**config.mk**
```make
export PLATFORM = sky130hd
export DESIGN_NAME = register_shift_universal
export DESIGN_NICKNAME = d
export VERILOG_FILES = /design/src/rtl/register_shift_universal.sv
export SDC_FILE = /design/constraint.sdc
export NUM_CORES = 1
export LEC_CHECK = 0
export CAP_MARGIN = 10
export CORE_ASPECT_RATIO = 1.4
export CORE_MARGIN = 4
export CORE_UTILIZATION = 45
export CTS_CLUSTER_DIAMETER = 200
export CTS_CLUSTER_SIZE = 12
export DETAILED_ROUTE_END_ITERATION = 10
export PLACE_DENSITY = 0.76
export SLEW_MARGIN = 20
export SYNTH_ARGS = -nofsm -noshare
export SYNTH_HDL_FRONTEND = slang
export SYNTH_SLANG_ARGS = --single-unit
```
**constraint.sdc**
```tcl
create_clock -name clock -period 1.7 [get_ports clock]
set_input_delay 0.425 -clock clock [delete_from_list [all_inputs] [get_ports clock]]
set_output_delay 0.425 -clock clock [all_outputs]
set_load 0.005 [all_outputs]
```
**src/rtl/register_shift_universal.sv**
```systemverilog
// Universal WIDTH-bit register: hold / load / shift right / shift left, with an automatic
// WIDTH-bit serial-transfer sequencer, true and complement outputs.
//
//   state   | meaning
//   --------+--------------------------------------------------------------
//   S_IDLE  | manual operation selected by mode; start launches a transfer
//   S_SHIFT | automatic transfer, one shift per enabled edge in dir_r
//   S_DONE  | transfer complete, done pulses for one cycle, q holds
module register_shift_universal #(
  parameter int               WIDTH       = 8,
  parameter logic [WIDTH-1:0] RESET_VALUE = '0
) (
  input  logic             clock,
  input  logic             reset,
  input  logic             enable,
  input  logic [1:0]       mode,
  input  logic [WIDTH-1:0] data,
  input  logic             serial_in,
  input  logic             start,
  input  logic             direction,
  output logic [WIDTH-1:0] signal_q,
  output logic [WIDTH-1:0] signal_q_,
  output logic             serial_out,
  output logic             busy,
  output logic             done
);

  localparam int CW = $clog2(WIDTH + 1);

  typedef enum logic [1:0] {
    S_IDLE  = 2'd0,
    S_SHIFT = 2'd1,
    S_DONE  = 2'd2
  } state_t;

  state_t          state;
  logic [CW-1:0]   count;
  logic            dir_r;
  logic [WIDTH-1:0] q;
  logic [WIDTH-1:0] q_shr;
  logic [WIDTH-1:0] q_shl;

  assign q_shr = {serial_in, q[WIDTH-1:1]};
  assign q_shl = {q[WIDTH-2:0], serial_in};

  always_ff @(posedge clock) begin
    if (reset) begin
      q     <= RESET_VALUE;
      state <= S_IDLE;
      count <= '0;
      dir_r <= 1'b0;
      busy  <= 1'b0;
      done  <= 1'b0;
    end else begin
      case (state)
        S_IDLE: begin
          if (enable) begin
            if (start) begin
              dir_r <= direction;
              count <= '0;
              state <= S_SHIFT;
              busy  <= 1'b1;
            end else begin
              case (mode)
                2'b01:   q <= data;
                2'b10:   q <= q_shr;
                2'b11:   q <= q_shl;
                default: q <= q;
              endcase
            end
          end
        end
        S_SHIFT: begin
          if (enable) begin
            q     <= dir_r ? q_shl : q_shr;
            count <= count + CW'(1);
            // This edge performs the WIDTH-th shift.
            if (count == CW'(WIDTH - 1)) begin
              state <= S_DONE;
              busy  <= 1'b0;
              done  <= 1'b1;
            end
          end
        end
        S_DONE: begin
          state <= S_IDLE;
          done  <= 1'b0;
        end
        default: begin
          state <= S_IDLE;
          busy  <= 1'b0;
          done  <= 1'b0;
        end
      endcase
    end
  end

  assign signal_q   = q;
  assign signal_q_  = ~q;
  assign serial_out = (state == S_SHIFT) ? (dir_r ? q[WIDTH-1] : q[0])
                                         : ((mode == 2'b11) ? q[WIDTH-1] : q[0]);

endmodule
```
==> impl_metrics.json, run 1 <==
{
  "dieArea_um2": 3262,
  "synth_xor_area_share_pct": 0,
  "initial_core_util_pct": 48.54,
  "yosysSeqAreaShare_pct": 31.48,
  "crit_fanout": 2,
  "r2r-end": "signal_q[1]$_SDFFE_PP0P_",
  "drv_cap": 0,
  "wire_per_inst_um": 14.31,
  "final_max_slew_viol_count": 0,
  "die_w_um": 49.43,
  "antennaDiodeCount": 0,
  "fp.coreArea_um2": 2227,
  "place_congestion": 0.8031,
  "core.rowCount": 20,
  "cts_made_buffers": 3,
  "overflow": 0,
  "cp-start-kind": "input port",
  "reg2reg_depth": 5,
  "synthCells": 133,
  "stdcell_count": 201,
  "hold_class": "reg -> reg",
  "dr.pass1.iters": 4,
  "wl_um": 2877,
  "syn_nets": 152,
  "place_ws_ns": -0.6454,
  "arrival_ns": 1.32,
  "cts_tree": "built",
  "slowest_stage": "dlygate4sd2_1",
  "setup_viol_count_final": 1,
  "ys_ff_latch": 17,
  "dieHeight_um": 65.99,
  "io_buffers": 34,
  "synth_top_family_by_area": "compound AO/OA/AOI/OAI gates",
  "fin_tns_setup_ns": -0.04118,
  "fin_nets": 199,
  "vias": 1123,
  "synth-compound-area-share_pct": 26.27,
  "r2r_slack_ns": 0.26,
  "grt_use_total_pct": 18.65,
  "status": "finished, violations left",
  "clkSinkCount": 17,
  "layout_min_cycle_time_ns": 1.741,
  "crit_end": "serial_out",
  "rsz0062_at_grt": "yes",
  "max_slew_margin_pct": 69.09,
  "fin_crit_sh_pct": 102.4,
  "layout_setup_ws_ns": -0.04118,
  "max_clock_freq_ghz": 0.5743,
  "cp_cell_sequence": "dlygate4sd2_1 -> ha_2 -> mux2i_2 -> nand2_1 -> o21ai_0 -> buf_2",
  "startpoint": "mode[1]",
  "peakVddDrop_v": 0.0005118,
  "cpPeakStageDelay_ns": 0.25,
  "power.density_nw_per_um2": 561.0,
  "required_ns": 1.27,
  "p_total_uw": 880.9,
  "first_iter_violations": 6,
  "clk_latency_ns": 0.29,
  "yosysUniqueCellTypes": 29,
  "violations": "setup timing",
  "dp.cells": 195,
  "critPathCaptureType": "primary output",
  "synth_fa_ha_area_share_pct": 3.472,
  "cts_buffer_depth": 2,
  "final_util_pct": 70.51,
  "r2r-start": "state[1]$_SDFFE_PP0P_",
  "tightest_slew_ns": 0.4588,
  "fin_worst_skew_ns": 0.002988,
  "clk_pin_slew_ns": 0.10,
  "finalHoldViolCount": 0,
  "syn_area_per_cell_um2": 8.128,
  "syn_to_final_growth_pct": 45.25,
  "vias_per_cell": 5.587,
  "ios": 35,
  "grt_pass1_wl_um": 4878,
  "yosysWarnings": 0,
  "hold_buffers": 0,
  "grt_pass1_vias": 1150,
  "route.detailed.drc": 0,
  "path_class": "in -> out",
  "cts_root_buffer": "clkbuf_4",
  "place_hpwl_um": 2216,
  "synthSimpleGateAreaFrac_pct": 20.60,
  "drive_gt1_share_pct": 18.99,
  "antenna_found_initial": 0,
  "p_leak_uw": 0.0006222,
  "synthMuxAreaShare_pct": 10.19,
  "grt_max_degree": 18,
  "antenna_left": 0,
  "htree_levels": 1,
  "syn-cell-area_um2": 1081
}
-- layout make-up --
| type | instances | area (um2) |
|---|---|---|
| Clock inverter | 1 | 5.005 |
| Clock buffer | 3 | 22.52 |
| Multi-Input combinational cell | 99 | 676.9 |
| Tap cell | 22 | 27.53 |
| Sequential cell | 17 | 355.3 |
| Fill cell | 187 | 656.9 |
| Inverter | 10 | 37.54 |
| Timing Repair Buffer | 49 | 445.4 |
-- timing repair --
item / 4_1_cts / 5_1_grt
endpoints found under the setup margin: 18 / 12
endpoints found under the hold margin: 0 / 0
setup buffers: 0 / 2
pin swaps: 2 / 0
gates resized for setup: 18 / 5
-- synth_stat cells (all sizes together) --
library cell / n / area, um2
nand2b: 1 / 6.260
nor2b: 2 / 12.51
a32oi: 1 / 8.760
and4b: 1 / 10.01
a22oi: 1 / 7.510
or3: 1 / 6.260
a21oi: 13 / 65.06
nand4b: 1 / 8.760
a221o: 1 / 10.01
clkbuf: 1 / 3.750
o21ai: 11 / 55.05
ha: 3 / 37.54
nor2: 18 / 70.07
inv: 10 / 37.54
nor3: 2 / 10.01
mux2i: 11 / 110.1
a22o: 8 / 70.07
a21o: 9 / 67.56
dfxtp: 17 / 340.3
nand3b: 9 / 67.56
buf: 6 / 45.04
or3b: 1 / 8.760
and3: 1 / 6.260
nand3: 1 / 5.000
nand2: 3 / 11.26
-- logic make-up after synthesis --
| family | count (synthesis) |
|---|---|
| muxes | 11 |
| DFF | 17 |
| adders and majority gates | 3 |
| AOI/OAI and AO/OA | 44 |
| and+or+nand+nor | 41 |
| buffers and inverters | 17 |
-- flip-flops by register name (all words and copies together) (netlist names) --
name and flops:
done 1, busy 1, state 2, signal_q 8, dir_r 1, count 4
-- per-layer routing --
metal / GRT usage, % / wire, um / vias up / part of all wire (%)
met2: 37.08 / 1588 / 35 / 55
met3: 3.160 / 161 / 2 / 5.6
met4: 7.958 / 19 / 0 / 0.66
li1: - / - / 569 / -
met5: 0 / 0 / - / 0
met1: 18.62 / 1107 / 517 / 38
-- where the power goes --
| group | total, uW | internal, uW | switching [uW] |
|---|---|---|---|
| sequential | 428 | 412 | 15.5 |
| combinational | 236 | 135 | 102 |
| clock | 217 | 87.5 | 129 |
-- per-stage QoR --
| stage | cell area [um2] | hold slack (ns) |
|---|---|---|
| final | 1570 | 0.4995 |
| after detailed placement | 1498 | 0.4908 |
| after global routing | 1570 | 0.5617 |
| after floorplan | 1081 | 0.4619 |
| after CTS | 1540 | 0.5139 |
| after global placement | 1498 | 0.4768 |
-- worst min-delay path by stage --
stage,start,to,slack (ns),cells after the start
floorplan,count[3]$_SDFFE_PP0P_,count[3]$_SDFFE_PP0P_,0.46,2
global placement,busy$_SDFFE_PP0P_,busy$_SDFFE_PP0P_,0.48,2
detailed placement,busy$_SDFFE_PP0P_,busy$_SDFFE_PP0P_,0.49,2
CTS,busy$_SDFFE_PP0P_,busy$_SDFFE_PP0P_,0.51,2
global route,done$_SDFFE_PP0P_,done$_SDFFE_PP0P_,0.56,2
finish,busy$_SDFFE_PP0P_,busy$_SDFFE_PP0P_,0.50,2
-- cell usage in the layout (no fill, tap or decap), types with 2 or more instances in the layout --
cell / synthesis / layout
buf_4: 1 / 15
dfxtp_2: 0 / 6
ha_1: 3 / 2
o21ai_0: 3 / 3
clkdlybuf4s50_1: 0 / 31
dfxtp_1: 17 / 9
mux2i_1: 11 / 10
nand2_1: 3 / 3
clkbuf_4: 0 / 3
dlygate4sd2_1: 0 / 2
dfxtp_4: 0 / 2
o21ai_1: 8 / 8
inv_1: 10 / 10
a21oi_1: 13 / 13
nor3_1: 2 / 2
a22o_1: 8 / 8
nor2_1: 17 / 16
nand3b_1: 9 / 9
a21o_1: 9 / 9
-- worst max-delay path, delay by kind of cell --
kind	cells	cell delay (ns)
buffers and inverters	2	0.39
adder cells (fa/ha/maj)	1	0.20
multiplexers	1	0.16
AND/OR/NAND/NOR	1	0.08
AO/OA/AOI/OAI	1	0.07
Note: power is estimated with default switching activity, not from simulation.
==> run 2, diff against run 1 <==
--- a/config.mk
+++ b/config.mk
@@ -5,7 +5,6 @@
 export SDC_FILE = /design/constraint.sdc
 export NUM_CORES = 1
 export LEC_CHECK = 0
-export CAP_MARGIN = 10
 export CORE_ASPECT_RATIO = 1.4
 export CORE_MARGIN = 4
 export CORE_UTILIZATION = 45
==> results of run 2 <==
Final layout, timing and power as in run 1 (identical DEF).
==> run 3, diff against run 2 <==
--- a/config.mk
+++ b/config.mk
@@ -7,11 +7,11 @@
 export LEC_CHECK = 0
 export CORE_ASPECT_RATIO = 1.4
 export CORE_MARGIN = 4
-export CORE_UTILIZATION = 45
+export CORE_UTILIZATION = 41
 export CTS_CLUSTER_DIAMETER = 200
 export CTS_CLUSTER_SIZE = 12
 export DETAILED_ROUTE_END_ITERATION = 10
-export PLACE_DENSITY = 0.76
+export PLACE_DENSITY = 0.73
 export SLEW_MARGIN = 20
 export SYNTH_ARGS = -nofsm -noshare
 export SYNTH_HDL_FRONTEND = slang
==> constraint.sdc (replaced) <==
create_clock -name clock -period 1.6 [get_ports clock]
set_input_delay 0.4 -clock clock [delete_from_list [all_inputs] [get_ports clock]]
set_output_delay 0.4 -clock clock [all_outputs]
set_load 0.005 [all_outputs]
==> impl_metrics.json, run 3 (synthesis results as in run 1) <==
{
  "fin_nets": 209,
  "required_ns": 1.20,
  "hold_ws_ns": 0.4939,
  "final_common_cell": "buf_4",
  "clockPowerShare_pct": 24.7,
  "largest_register_ffs": 8,
  "htree_levels": 1,
  "p_leak_uw": 0.0007150,
  "peakVddDrop_v": 0.0004807,
  "wl_met2_um": 1714,
  "overflow": 0,
  "vias": 1195,
  "finalHoldViolCount": 0,
  "cts_buffer_depth": 2,
  "clkSinkCount": 17,
  "place_hpwl_um": 2254,
  "antenna_left": 0,
  "dr.pass1.iters": 4,
  "fin_worst_skew_ns": 0.003865,
  "place_congestion": 0.8762,
  "p_total_uw": 965.3,
  "tightest_slew_ns": 0.4327,
  "power_switching_uw": 281.0,
  "grt_pass1_wl_um": 5188,
  "crit_fanout": 2,
  "met1Wirelength_um": 1295,
  "vias_per_cell": 5.359,
  "top_layer": "met4",
  "cts_root_buffer": "clkbuf_4",
  "first_iter_violations": 23,
  "cp-start-kind": "input port",
  "layout_min_cycle_time_ns": 1.668,
  "drv_cap": 0,
  "hold_class": "reg -> reg",
  "layout_setup_ws_ns": -0.06770,
  "antennaDiodeCount": 0,
  "pwr-share-comb_pct": 29.0,
  "layout_common_cells": "23 x buf_4, 20 x clkdlybuf4s50_1, 16 x nor2_1, 13 x a21oi_1",
  "core.rowCount": 21,
  "r2r_slack_ns": 0.14,
  "setup_viol_count_final": 1,
  "path_class": "in -> out",
  "netSwitchingFraction_pct": 29.11,
  "status": "finished, violations left",
  "cts_tree": "built",
  "syn_to_final_growth_pct": 56.60,
  "cp_top_family": "buffers and inverters",
  "grt_pass1_vias": 1179,
  "slowest_stage": "dlygate4sd2_1",
  "arrival_ns": 1.27,
  "wl_um": 3196,
  "route.detailed.drc": 0,
  "stdcell_count": 223,
  "critPathCaptureType": "primary output",
  "dieHeight_um": 68.76,
  "p_int_uw": 684.3,
  "final_max_slew_viol_count": 0,
  "fp.coreArea_um2": 2470,
  "max_slew_margin_pct": 70.85,
  "power.density_nw_per_um2": 570.2,
  "cp_cell_sequence": "dlygate4sd2_1 -> ha_2 -> mux2i_2 -> nand2_1 -> o21ai_0 -> buf_2",
  "grt_max_degree": 18,
  "dieArea_um2": 3534,
  "path_buf_inv": 2,
  "io_buffers": 34,
  "rsz0062_at_grt": "yes",
  "clk_latency_ns": 0.29,
  "die_w_um": 51.40,
  "initial_core_util_pct": 43.77,
  "fin_crit_sh_pct": 104.2,
  "dr_wl_met3_um": 165,
  "wire_per_inst_um": 14.33,
  "dp.cells": 212,
  "clk_pin_slew_ns": 0.11,
  "ios": 35,
  "violations": "setup timing",
  "drive_gt1_share_pct": 24.87,
  "max_clock_freq_ghz": 0.5996,
  "antenna_found_initial": 0,
  "cpPeakStageDelay_ns": 0.25,
  "pwr-share-seq_pct": 46.3,
  "cts_made_buffers": 3,
  "grt_use_total_pct": 19.23
}
-- run 3: cell count changes in the layout (fill, tap and decap cells not counted), sizes merged --
cell / change
dlygate4sd2: +5
clkdlybuf4s50: -11
a221o: +1
buf: +9
dlymetal6s2s: +6
-- run 3: power groups by stage --
stage	Sequential, uW	Clock (uW)	Combinational, uW
floorplan	464	0	120
global placement	462	0	252
detailed placement	463	0	254
CTS	448	249	264
global route	450	261	305
finish	447	238	280
-- run 3: final timing paths --
kind	end	cells after the start	startpoint
setup reg to reg	count[3]$_SDFFE_PP0P_	6	state[1]$_SDFFE_PP0P_
hold / removal	busy$_SDFFE_PP0P_	2	busy$_SDFFE_PP0P_
setup / recovery	serial_out	6	mode[1]
hold reg to reg	busy$_SDFFE_PP0P_	2	busy$_SDFFE_PP0P_
-- run 3: final cells by class --
class / instances / area (um2)
Clock buffer: 3 / 22.52
Clock inverter: 1 / 5.005
Fill cell: 228 / 777.0
Inverter: 10 / 37.54
Multi-Input combinational cell: 100 / 696.9
Sequential cell: 17 / 362.8
Tap cell: 34 / 42.54
Timing Repair Buffer: 58 / 525.5
-- run 3: tightest hold or removal path, cell delays in order (launching register included) --
cell and delay, ns:
dfxtp_1 0.34, a21oi_1 0.06, nor2_1 0.07
-- run 3: timing repair --
| item | in CTS | in global routing |
|---|---|---|
| hold endpoints to repair | 0 | 0 |
| gates cloned | 0 | 1 |
| buffers inserted | 5 | 1 |
| endpoints found under the setup margin | 22 | 15 |
| gates resized for setup | 28 | 13 |
| pin swaps | 2 | 1 |
| hold buffers | 0 | 0 |
-- run 3: metrics by stage --
stage               TNS (ns)  util, %  instance area, um2  worst slack [ns]
global route         -0.1705    68.54                1693           -0.1284
CTS                 -0.08655    66.21                1635          -0.07756
detailed placement    -6.186    62.77                1550           -0.6954
floorplan                  0        -                1081            0.1170
global placement      -5.761    62.77                1550           -0.6884
finish              -0.06770    68.54                1693          -0.06770
-- run 3: per-layer routing --
layer  vias up  GRT usage [%]
met5         -              0
met4         0          8.525
met3         2          2.581
met2        29          37.10
met1       571          20.45
li1        593              -
